[config.mk]
export PLATFORM = sky130hd
export DESIGN_NAME = user_pixel_fetch
export DESIGN_NICKNAME = d
export VERILOG_FILES = /design/src/rtl/user_pixel_pkg.sv /design/src/rtl/user_sat_counter.sv /design/src/rtl/user_pixel_fetch.sv
export SDC_FILE = /design/constraint.sdc
export NUM_CORES = 1
export LEC_CHECK = 0
export ABC_CLOCK_PERIOD_IN_PS = 4280
export CORE_ASPECT_RATIO = 0.9
export CORE_MARGIN = 8
export CORE_UTILIZATION = 25
export DETAILED_ROUTE_END_ITERATION = 8
export PLACE_DENSITY = 0.43
export SLEW_MARGIN = 10
export SYNTH_ARGS = -nofsm -noshare
export SYNTH_HDL_FRONTEND = slang
export SYNTH_SLANG_ARGS = --single-unit
export TNS_END_PERCENT = 20
[constraint.sdc]
create_clock -name clk_i -period 4.28 [get_ports clk_i]
set_input_delay 0.856 -clock clk_i [delete_from_list [all_inputs] [get_ports clk_i]]
set_output_delay 0.856 -clock clk_i [all_outputs]
set_load 0.05 [all_outputs]
[src/rtl/user_pixel_pkg.sv]
// Shared types and defaults for the pixel fetch block: FSM state encoding,
// parameter defaults and the little-endian byte selector.
package user_pixel_pkg;

  typedef enum logic [1:0] {
    StIdle,
    StMemReq,
    StMemWait,
    StResp
  } fetch_state_e;

  localparam logic [31:0] BaseAddrDefault   = 32'h1000_0000;
  localparam int unsigned StatsWidthDefault = 16;

  // Byte 0 lives in the least significant lane.
  function automatic logic [7:0] sel_byte(input logic [31:0] word, input logic [1:0] idx);
    logic [7:0] b;
    unique case (idx)
      2'd0: b = word[7:0];
      2'd1: b = word[15:8];
      2'd2: b = word[23:16];
      2'd3: b = word[31:24];
      default: b = word[7:0];
    endcase
    return b;
  endfunction

endpackage

[src/rtl/user_sat_counter.sv]
// Saturating up-counter with synchronous clear; holds at all-ones.
module user_sat_counter #(
  parameter int unsigned Width = 16
) (
  input  logic             clk_i,
  input  logic             rst_i,
  input  logic             clr_i,
  input  logic             inc_i,
  output logic [Width-1:0] cnt_o
);

  always_ff @(posedge clk_i or posedge rst_i) begin
    if (rst_i) begin
      cnt_o <= '0;
    end else if (clr_i) begin
      cnt_o <= '0;
    end else if (inc_i && (cnt_o != '1)) begin
      cnt_o <= cnt_o + Width'(1);
    end
  end

endmodule

[src/rtl/user_pixel_fetch.sv]
// Pixel fetch with a one-word cache in front of a read-only OBI-style master.
// Hit/miss statistics are built only when USER_PIXEL_FETCH_STATS_EN is defined.
module user_pixel_fetch
  import user_pixel_pkg::*;
#(
  parameter logic [31:0] BaseAddr   = BaseAddrDefault,
  parameter int unsigned StatsWidth = StatsWidthDefault
) (
  input  logic                  clk_i,
  input  logic                  rst_i,
  input  logic                  pix_req_i,
  input  logic [31:0]           pix_addr_i,
  output logic [7:0]            pix_data_o,
  output logic                  pix_valid_o,
  output logic                  pix_err_o,
  input  logic                  flush_i,
`ifdef USER_PIXEL_FETCH_STATS_EN
  output logic [StatsWidth-1:0] hit_cnt_o,
  output logic [StatsWidth-1:0] miss_cnt_o,
`endif
  output logic                  mem_req_o,
  output logic [31:0]           mem_addr_o,
  input  logic                  mem_gnt_i,
  input  logic                  mem_rvalid_i,
  input  logic [31:0]           mem_rdata_i,
  input  logic                  mem_err_i
);

  if (StatsWidth < 1) begin : gen_bad_stats_width
    $error("StatsWidth must be at least 1");
  end

  fetch_state_e state_q;

  logic        cache_valid_q;
  logic [29:0] cache_tag_q;
  logic [31:0] cache_data_q;

  // Outstanding miss: word tag and byte lane, latched when the request leaves IDLE.
  logic [29:0] req_tag_q;
  logic [1:0]  req_byte_q;

  logic hit;

  // A flush in the lookup cycle forces a miss.
  assign hit = cache_valid_q && (cache_tag_q == pix_addr_i[31:2]) && !flush_i;

  always_ff @(posedge clk_i or posedge rst_i) begin
    if (rst_i) begin
      state_q       <= StIdle;
      cache_valid_q <= 1'b0;
      cache_tag_q   <= '0;
      cache_data_q  <= '0;
      req_tag_q     <= '0;
      req_byte_q    <= '0;
      pix_data_o    <= '0;
      pix_valid_o   <= 1'b0;
      pix_err_o     <= 1'b0;
      mem_req_o     <= 1'b0;
      mem_addr_o    <= '0;
    end else begin
      pix_valid_o <= 1'b0;
      pix_err_o   <= 1'b0;

      unique case (state_q)
        StIdle: begin
          if (pix_req_i) begin
            if (hit) begin
              pix_data_o  <= sel_byte(cache_data_q, pix_addr_i[1:0]);
              pix_valid_o <= 1'b1;
              state_q     <= StResp;
            end else begin
              req_tag_q  <= pix_addr_i[31:2];
              req_byte_q <= pix_addr_i[1:0];
              mem_addr_o <= BaseAddr + {pix_addr_i[31:2], 2'b00};
              mem_req_o  <= 1'b1;
              state_q    <= StMemReq;
            end
          end
        end

        // Request is held until granted even if the consumer lets go.
        StMemReq: begin
          if (mem_gnt_i) begin
            mem_req_o <= 1'b0;
            state_q   <= StMemWait;
          end
        end

        StMemWait: begin
          if (mem_rvalid_i) begin
            pix_valid_o <= 1'b1;
            state_q     <= StResp;
            if (mem_err_i) begin
              pix_data_o    <= 8'hFF;
              pix_err_o     <= 1'b1;
              cache_valid_q <= 1'b0;
            end else begin
              pix_data_o    <= sel_byte(mem_rdata_i, req_byte_q);
              cache_tag_q   <= req_tag_q;
              cache_data_q  <= mem_rdata_i;
              cache_valid_q <= 1'b1;
            end
          end
        end

        // Bubble cycle: no lookup, lets the consumer move its address on.
        StResp: begin
          state_q <= StIdle;
        end

        default: begin
          state_q <= StIdle;
        end
      endcase

      // Flush beats a coincident fill.
      if (flush_i) begin
        cache_valid_q <= 1'b0;
      end
    end
  end

`ifdef USER_PIXEL_FETCH_STATS_EN
  logic lookup;

  assign lookup = (state_q == StIdle) && pix_req_i;

  user_sat_counter #(
    .Width(StatsWidth)
  ) u_hit_cnt (
    .clk_i(clk_i),
    .rst_i(rst_i),
    .clr_i(flush_i),
    .inc_i(lookup && hit),
    .cnt_o(hit_cnt_o)
  );

  user_sat_counter #(
    .Width(StatsWidth)
  ) u_miss_cnt (
    .clk_i(clk_i),
    .rst_i(rst_i),
    .clr_i(flush_i),
    .inc_i(lookup && !hit),
    .cnt_o(miss_cnt_o)
  );
`endif

endmodule
==> flow_summary.json, run 1 <==
{
  "dp_slack_ns": 0.922,
  "core-area_sq_um": 22400,
  "die-height_um": 159,
  "grt_max_degree": 59,
  "fin_worst_skew_ns": 0.0104,
  "ir_drop_mv": 0.248,
  "wl_per_cell_um": 19.0,
  "arrival_ns": 3.24,
  "fillers": 2250,
  "fmax_mhz": 333,
  "gr-usage-all-layers": 0.111,
  "portBuffers": 111,
  "drive_gt1_frac": 0.287,
  "ys_async_sr_fraction": 1.00,
  "gr-total-overflow": 0,
  "grt_pass1_wl_mm": 24.1,
  "synthTopCellsByArea": "dfrtp_1 (49%), mux2_2 (13%), mux2_4 (7.7%)",
  "cts_resized": 0,
  "gp_congestion": 0.739,
  "drt-vias-per-instance": 4.38,
  "num_vias": 3494,
  "holdBufCountCts": 0,
  "seq_area_frac_synth": 0.493,
  "fp.dieW_um": 175,
  "p_total_w": 0.00565,
  "rrSetupSlack_ns": 1.49,
  "drc_errors": 0,
  "syn_inst": 416,
  "initial_utilization": 0.253,
  "cts_max_level": 3,
  "yosysTopAreaCellShare": 0.493,
  "setup_viol": 0,
  "drt_iter0_drc": 154,
  "hold_class": "flop to flop",
  "outcome": "completed",
  "clkSinkCount": 112,
  "slew_viol_final": 0,
  "worst_setup_path_end_kind": "flop",
  "cts_tree": "yes",
  "yosysTopAreaCell": "dfrtp_1",
  "synth_edf_count": 0,
  "syn2layout_area_growth_pct": 26.6,
  "diodes": 0,
  "critPathRequiredTime_ns": 4.52,
  "synth_cell_types": 36,
  "relSlewSlack": 0.387,
  "synthFlopType": "dfrtp_1",
  "rsz0062_at_grt": "no",
  "fin_crit_sh": 0.702,
  "cts.clk_slew.worst_paths_ns": 0.08,
  "cp-start-kind": "input pin",
  "clock-root-buffer": "clkbuf_16",
  "criticalPathCategory": "input pin to flop",
  "synth.top_cells.by_count": "dfrtp_1 (112), mux2_2 (68), xnor2_1 (31)",
  "grt_pass1_vias": 3981,
  "dr.pass1.iters": 4,
  "antenna_left": 0,
  "worstSkewPairLatency_ns": 0.35,
  "cellPowerDensity_nw_per_um2": 784,
  "hold_violations": 0,
  "syn_area_sq_um": 5690,
  "rows": 52,
  "dieArea_sq_um": 27800,
  "worst_pin_slew_ns": 0.917,
  "yosysMostFrequentCell": "dfrtp_1",
  "ys_warn_count": 0,
  "avgSynthCellArea_sq_um": 13.7,
  "tns_ns": 0,
  "fin_nets": 571,
  "antenna_found_initial": 0,
  "io-pin-count": 114,
  "critPathMaxFanout": 20,
  "worst_slack_ns": 1.28,
  "maxCapViolations": 0,
  "fin_crit_ns": 3.00,
  "clk_path_buf_depth": 2,
  "dp_hpwl_mm": 11.1,
  "yosys_register_bits": 112,
  "postCtsSetupBuffers": 0,
  "routed_wl_mm": 15.1,
  "power.leakage_nw": 2.89,
  "cts_made_buffers": 9
}
[worst paths after layout]
path,startpoint,to,depth (start not counted)
max in group asynchronous,rst_i,cache_data_q[4]$_DFFE_PP0P_,3
min in group asynchronous,rst_i,pix_err_o$_DFF_PP0_,2
worst max-delay path,pix_addr_i[28],req_tag_q[28]$_DFFE_PP0P_,7
worst min-delay path,cache_data_q[23]$_DFFE_PP0P_,cache_data_q[23]$_DFFE_PP0P_,1
worst min register to register,cache_data_q[23]$_DFFE_PP0P_,cache_data_q[23]$_DFFE_PP0P_,1
worst max register to register,state_q[0]$_DFFE_PP0P_,req_tag_q[28]$_DFFE_PP0P_,6
[worst max-delay path, stage by stage]
cell and delay, ns:
clkdlybuf4s50_1 0.64, xnor2_1 0.14, nand4_1 0.14, nor4_4 0.08, a21oi_4 0.73, buf_12 0.28
mux2_2 0.35
[power by group]
part           switching, W  total (W)  internal [W]
Combinational       0.00150    0.00283       0.00133
Clock              0.000410   0.000829      0.000419
Sequential         0.000394    0.00199       0.00159
[through the flow]
step           hold WS, ns  area, sq um  instances  utilization
2_1_floorplan        0.474         5690        417            -
3_3_place_gp         0.483         6910        782        0.308
3_5_place_dp         0.489         6910        782        0.308
4_1_cts              0.511         7200        798        0.321
5_1_grt              0.520         7200        798        0.321
6_report             0.506         7200        798        0.321
[layer usage]
metal	vias to the layer above	GRT usage	wire [um]
met5	-	0	0
met4	0	0.0273	150
met3	8	0.0289	569
met2	69	0.179	7220
met1	1790	0.147	7190
li1	1627	-	-
[flip-flops by register name, indices dropped and copies added, names as in the netlist]
signal and flops:
pix_valid_o 1, cache_valid_q 1, pix_err_o 1, pix_data_o 8, req_tag_q 30, cache_data_q 32, mem_addr_o 4, state_q 2
req_byte_q 2, mem_req_o 1, cache_tag_q 30
[layout by cell type, fill, tap and decap left out, drive strengths merged]
cell / n
dfrtp: 112
clkdlybuf4s50: 111
mux2: 97
xnor2: 31
mux4: 16
nand2: 13
nand4: 13
nand3: 11
nor2: 11
clkbuf: 10
inv: 9
o22ai: 8
a2bb2oi: 8
o211ai: 8
buf: 7
a21oi: 5
ha: 4
nor4: 4
nand2b: 3
or2: 2
nor2b: 2
and2: 2
a31oi: 2
conb: 2
clkinvlp: 2
nand3b: 1
mux2i: 1
xor2: 1
o21ai: 1
and3: 1
a211oi: 1
a211o: 1
clkinv: 1
[kinds of logic after synthesis]
group | count (synthesis) | synth area share
adders and majority gates | 4 | 0.00880
muxes | 114 | 0.276
other | 1 | 0.000659
DFF | 112 | 0.493
and+or+nand+nor | 63 | 0.0618
xor gates and xnor gates | 32 | 0.0493
buffers and inverters | 56 | 0.0666
AOI/OAI and AO/OA | 34 | 0.0440
[layout make-up]
cell class	instances	area (sq um)	share of cell area
Clock inverter	6	50.0	0.00695
Inverter	6	25.0	0.00348
Sequential cell	112	2800	0.389
Tap cell	297	372	0.0516
Timing Repair Buffer	118	1190	0.165
Clock buffer	10	239	0.0332
Multi-Input combinational cell	249	2520	0.350
(Power assumes the default switching activity.)
==> inputs of run 2 (changes only) <==
Settings changed: ABC_CLOCK_PERIOD_IN_PS 4280 to 2600, PLACE_DENSITY 0.43 to 0.44.
Clock period 4.28 ns to 2.6 ns, I/O delays scaled along.
==> flow_summary.json, run 2 (synthesis gave the netlist of run 1 again) <==
{
  "rsz0062_at_grt": "no",
  "p_sw_w": 0.00385,
  "dp_hpwl_mm": 11.1,
  "dr.pass1.iters": 6,
  "met3_length_um": 482,
  "cp-start-kind": "input pin",
  "outcome": "completed",
  "p_seq_frac": 0.340,
  "cts_resized": 0,
  "final_cell_mix": "dfrtp_1 (112), clkdlybuf4s50_1 (111), mux2_2 (68)",
  "cts.clk_slew.worst_paths_ns": 0.07,
  "dieArea_sq_um": 27800,
  "dp_slack_ns": -0.113,
  "gp_congestion": 0.738,
  "fp.dieW_um": 175,
  "critPathMaxFanout": 25,
  "maxCapViolations": 0,
  "grt_pass1_vias": 4026,
  "largest_reg_flops": 32,
  "wl_met2_mm": 7.26,
  "final_cells": 825,
  "relSlewSlack": 0.580,
  "syn2layout_area_growth_pct": 32.0,
  "crit_family": "buffers and inverters",
  "cts_made_buffers": 9,
  "final_common_cell": "dfrtp_1",
  "gr-usage-all-layers": 0.109,
  "wl_per_cell_um": 18.1,
  "wl_met1_mm": 6.99,
  "worst_slack_ns": 0.254,
  "placed_cells": 808,
  "critPathMaxStageDelay_ns": 0.49,
  "setup_viol": 0,
  "fin_crit_sh": 0.902,
  "drt-vias-per-instance": 4.42,
  "critPathRequiredTime_ns": 2.84,
  "routed_wl_mm": 14.9,
  "portBuffers": 111,
  "rows": 52,
  "io-pin-count": 114,
  "seq_area_sq_um": 2800,
  "top_register": "cache_data_q",
  "slew_viol_final": 0,
  "ir_drop_mv": 0.556,
  "antenna_left": 0,
  "top_regs": "cache_data_q x32, cache_tag_q x30, req_tag_q x30",
  "cts_tree": "yes",
  "holdBufCountCts": 0,
  "arrival_ns": 2.58,
  "drt_iter0_drc": 206,
  "multi_input_area_sq_um": 2520,
  "worstSkewPairLatency_ns": 0.36,
  "die-height_um": 159,
  "crit_path_cell_trace": "clkdlybuf4s50_1, xnor2_1, nand4_1, nor4_4, a21oi_4, buf_12, mux2_4",
  "cts_max_level": 3,
  "criticalPathCategory": "input pin to flop",
  "fin_worst_skew_ns": 0.0145,
  "p_int_w": 0.00575,
  "num_vias": 3647,
  "clkSinkCount": 112,
  "hold_violations": 0,
  "worst_pin_slew_ns": 0.629,
  "core-area_sq_um": 22400,
  "cellPowerDensity_nw_per_um2": 1280,
  "power_frac_comb": 0.503,
  "clock-root-buffer": "clkbuf_16",
  "drc_errors": 0,
  "postCtsSetupBuffers": 0,
  "highest_layer": "met4",
  "clk_path_buf_depth": 2,
  "initial_utilization": 0.253,
  "power.share.switching": 0.401,
  "crit_slowest_cell": "clkdlybuf4s50_1",
  "grt_pass1_wl_mm": 23.9,
  "drive_gt1_frac": 0.323,
  "power.leakage_nw": 3.06,
  "fin_crit_ns": 2.35,
  "critPathBufInv": 2,
  "antenna_found_initial": 1,
  "pwr-share-clk": 0.156,
  "fin_nets": 597,
  "hold_class": "flop to flop",
  "gr-total-overflow": 0,
  "grt_max_degree": 50,
  "fillers": 2240,
  "fmax_mhz": 426,
  "worst_setup_path_end_kind": "flop"
}
[run 2: cell types whose count changed in the layout (fill, tap and decap cells not counted), sizes merged]
cell	previous run	this run
buf	7	33
diode	0	1
inv	9	8
clkinv	1	3
clkbuf	10	9
bufinv	0	1
clkinvlp	2	1
[run 2: worst paths after layout]
path | startpoint | end | slack (ns) | depth (start not counted)
worst min register to register | req_tag_q[27]$_DFFE_PP0P_ | cache_tag_q[27]$_DFFE_PP0P_ | 0.50 | 1
min in group asynchronous | rst_i | req_tag_q[29]$_DFFE_PP0P_ | 0.52 | 2
worst max-delay path | pix_addr_i[28] | req_tag_q[24]$_DFFE_PP0P_ | 0.25 | 7
max in group asynchronous | rst_i | pix_err_o$_DFF_PP0_ | 1.51 | 3
worst min-delay path | req_tag_q[27]$_DFFE_PP0P_ | cache_tag_q[27]$_DFFE_PP0P_ | 0.50 | 1
worst max register to register | req_byte_q[0]$_DFFE_PP0P_ | pix_data_o[6]$_DFFE_PP0P_ | 0.52 | 4
[run 2: layer usage]
layer | track usage | up-vias
met5 | 0 | -
met4 | 0.0304 | 0
met3 | 0.0268 | 8
met2 | 0.175 | 76
met1 | 0.145 | 1887
li1 | - | 1676
[run 2: metrics by stage]
| step | cell area (sq um) | hold WS (ns) | setup TNS [ns] | util | total power, W |
|---|---|---|---|---|---|
| 4_1_cts | 7510 | 0.508 | 0 | 0.334 | 0.00975 |
| 6_report | 7510 | 0.505 | 0 | 0.335 | 0.00960 |
| 5_1_grt | 7510 | 0.523 | 0 | 0.335 | 0.0102 |
| 3_3_place_gp | 7180 | 0.484 | -2.17 | 0.320 | 0.00810 |
| 2_1_floorplan | 5700 | 0.474 | 0 | - | 0.00688 |
| 3_5_place_dp | 7180 | 0.491 | -3.30 | 0.320 | 0.00819 |
[run 2: cell type report]
type                       instances  area share
clock buffer                       9      0.0300
timing repair buffer             144       0.194
sequential                       112       0.373
antenna                            1    0.000333
multi-input combinational        249       0.336
clock inverter                     7      0.0130
inverter                           6     0.00350
tap                              297      0.0495
[run 2: power groups by stage]
stage	clock network, W	registers, W	logic (W)
2_1_floorplan	0	0.00342	0.00345
3_3_place_gp	0	0.00329	0.00481
3_5_place_dp	0	0.00332	0.00488
4_1_cts	0.00157	0.00329	0.00489
5_1_grt	0.00163	0.00340	0.00515
6_report	0.00150	0.00327	0.00483
==> inputs of run 3 (changes only) <==
Settings changed: CTS_BUF_LIST from default to sky130_fd_sc_hd__clkbuf_4.
==> flow_summary.json, run 3 (synthesis gave the netlist of run 1 again) <==
{
  "drive_gt1_frac": 0.323,
  "gp_congestion": 0.738,
  "top_register": "cache_data_q",
  "worst_pin_slew_ns": 0.632,
  "clock-root-buffer": "clkbuf_4",
  "hold_violations": 0,
  "ir_drop_mv": 0.491,
  "fin_crit_sh": 0.887,
  "io-pin-count": 114,
  "critPathMaxFanout": 3,
  "core-area_sq_um": 22400,
  "fin_worst_skew_ns": 0.0571,
  "cts_resized": 0,
  "fin_crit_ns": 2.31,
  "top_regs": "cache_data_q x32, cache_tag_q x30, req_tag_q x30",
  "final_cell_mix": "dfrtp_1 (112), clkdlybuf4s50_1 (111), mux2_2 (68)",
  "initial_utilization": 0.253,
  "setup_viol": 0,
  "drc_errors": 0,
  "routed_wl_mm": 14.9,
  "antenna_left": 0,
  "power.leakage_nw": 2.99,
  "largest_reg_flops": 32,
  "cts.clk_slew.worst_paths_ns": 0.23,
  "crit_slowest_cell": "clkdlybuf4s50_1",
  "dr.pass1.iters": 4,
  "outcome": "completed",
  "num_vias": 3633,
  "final_common_cell": "dfrtp_1",
  "critPathRequiredTime_ns": 2.08,
  "rows": 52,
  "critPathMaxStageDelay_ns": 0.82,
  "postCtsSetupBuffers": 0,
  "worstSkewPairLatency_ns": 0.51,
  "fmax_mhz": 434,
  "rsz0062_at_grt": "no",
  "fillers": 2257,
  "critPathBufInv": 1,
  "die-height_um": 159,
  "drt-vias-per-instance": 4.40,
  "fin_nets": 597,
  "wl_per_cell_um": 18.0,
  "slew_viol_final": 0,
  "grt_pass1_wl_mm": 23.9,
  "grt_pass1_vias": 4022,
  "hold_class": "input pin to asynchronous set/reset pin",
  "antenna_found_initial": 2,
  "cts_max_level": 3,
  "fin_area_sq_um": 7350,
  "cp-start-kind": "flop",
  "gr-total-overflow": 0,
  "clkSinkCount": 112,
  "syn2layout_area_growth_pct": 29.3,
  "cts_tree": "yes",
  "clk_path_buf_depth": 2,
  "crit_family": "buffers and inverters",
  "drt_iter0_drc": 179,
  "dieArea_sq_um": 27800,
  "cellPowerDensity_nw_per_um2": 1230,
  "place_area_sq_um": 7180,
  "worst_setup_path_end_kind": "output pin",
  "criticalPathCategory": "flop to output pin",
  "dp_hpwl_mm": 11.1,
  "relSlewSlack": 0.579,
  "gr-usage-all-layers": 0.109,
  "hold_slack_ns": 0.376,
  "fp.dieW_um": 175,
  "crit_path_cell_trace": "clkdlybuf4s50_1",
  "grt_max_degree": 50,
  "arrival_ns": 1.79,
  "cts_made_buffers": 9,
  "maxCapViolations": 0,
  "holdBufCountCts": 0,
  "portBuffers": 111
}
==> run 3: cell count changes in the layout (fill, tap and decap cells not counted), sizes merged <==
cell	change
diode	+1
==> run 3: per-layer routing <==
layer  wire, um  global-route usage  share of wire  vias up
met5          0                   0              0        -
met4        170              0.0316          0.011        0
met3        491              0.0254          0.033        7
met2       7250               0.176           0.49       72
met1       6950               0.144           0.47     1876
li1           -                   -              -     1678
==> run 3: area by class of cell <==
cell class              count  area (sq um)  share of cell area
clock inverters             7          97.6              0.0133
clock buffers               9          67.6             0.00919
repair buffers            144          1460               0.198
diodes                      2          5.00            0.000681
well taps                 297           372              0.0505
inverters                   6          26.3             0.00357
multi-input cells         249          2520               0.343
flip-flops and latches    112          2800               0.381
==> run 3: worst paths after layout <==
path,depth (start not counted),slack [ns],to,from
max in group asynchronous,3,1.65,cache_tag_q[2]$_DFFE_PP0P_,rst_i
min in group clk_i,1,0.52,cache_tag_q[27]$_DFFE_PP0P_,req_tag_q[27]$_DFFE_PP0P_
worst min-delay path,2,0.38,req_tag_q[29]$_DFFE_PP0P_,rst_i
worst max-delay path,1,0.29,mem_addr_o[5],req_tag_q[3]$_DFFE_PP0P_
worst max register to register,6,0.48,req_tag_q[24]$_DFFE_PP0P_,cache_tag_q[8]$_DFFE_PP0P_
worst min register to register,1,0.52,cache_tag_q[27]$_DFFE_PP0P_,req_tag_q[27]$_DFFE_PP0P_
==> run 3: metrics by stage <==
stage / power (W) / setup WS, ns / instances / TNS (ns) / utilization
final: 0.00908 / 0.294 / 826 / 0 / 0.328
after CTS: 0.00921 / 0.239 / 824 / 0 / 0.327
after global placement: 0.00810 / -0.0734 / 808 / -2.17 / 0.320
after detailed placement: 0.00819 / -0.113 / 808 / -3.30 / 0.320
after global routing: 0.00963 / 0.187 / 826 / 0 / 0.328
after floorplan: 0.00688 / 0.653 / 417 / 0 / -
==> run 3: power by group <==
part	internal [W]	switching (W)	leakage (nW)	total, W
Clock	0.000321	0.000664	0.0870	0.000986
Combinational	0.00236	0.00248	1.55	0.00484
Sequential	0.00261	0.000647	1.35	0.00325
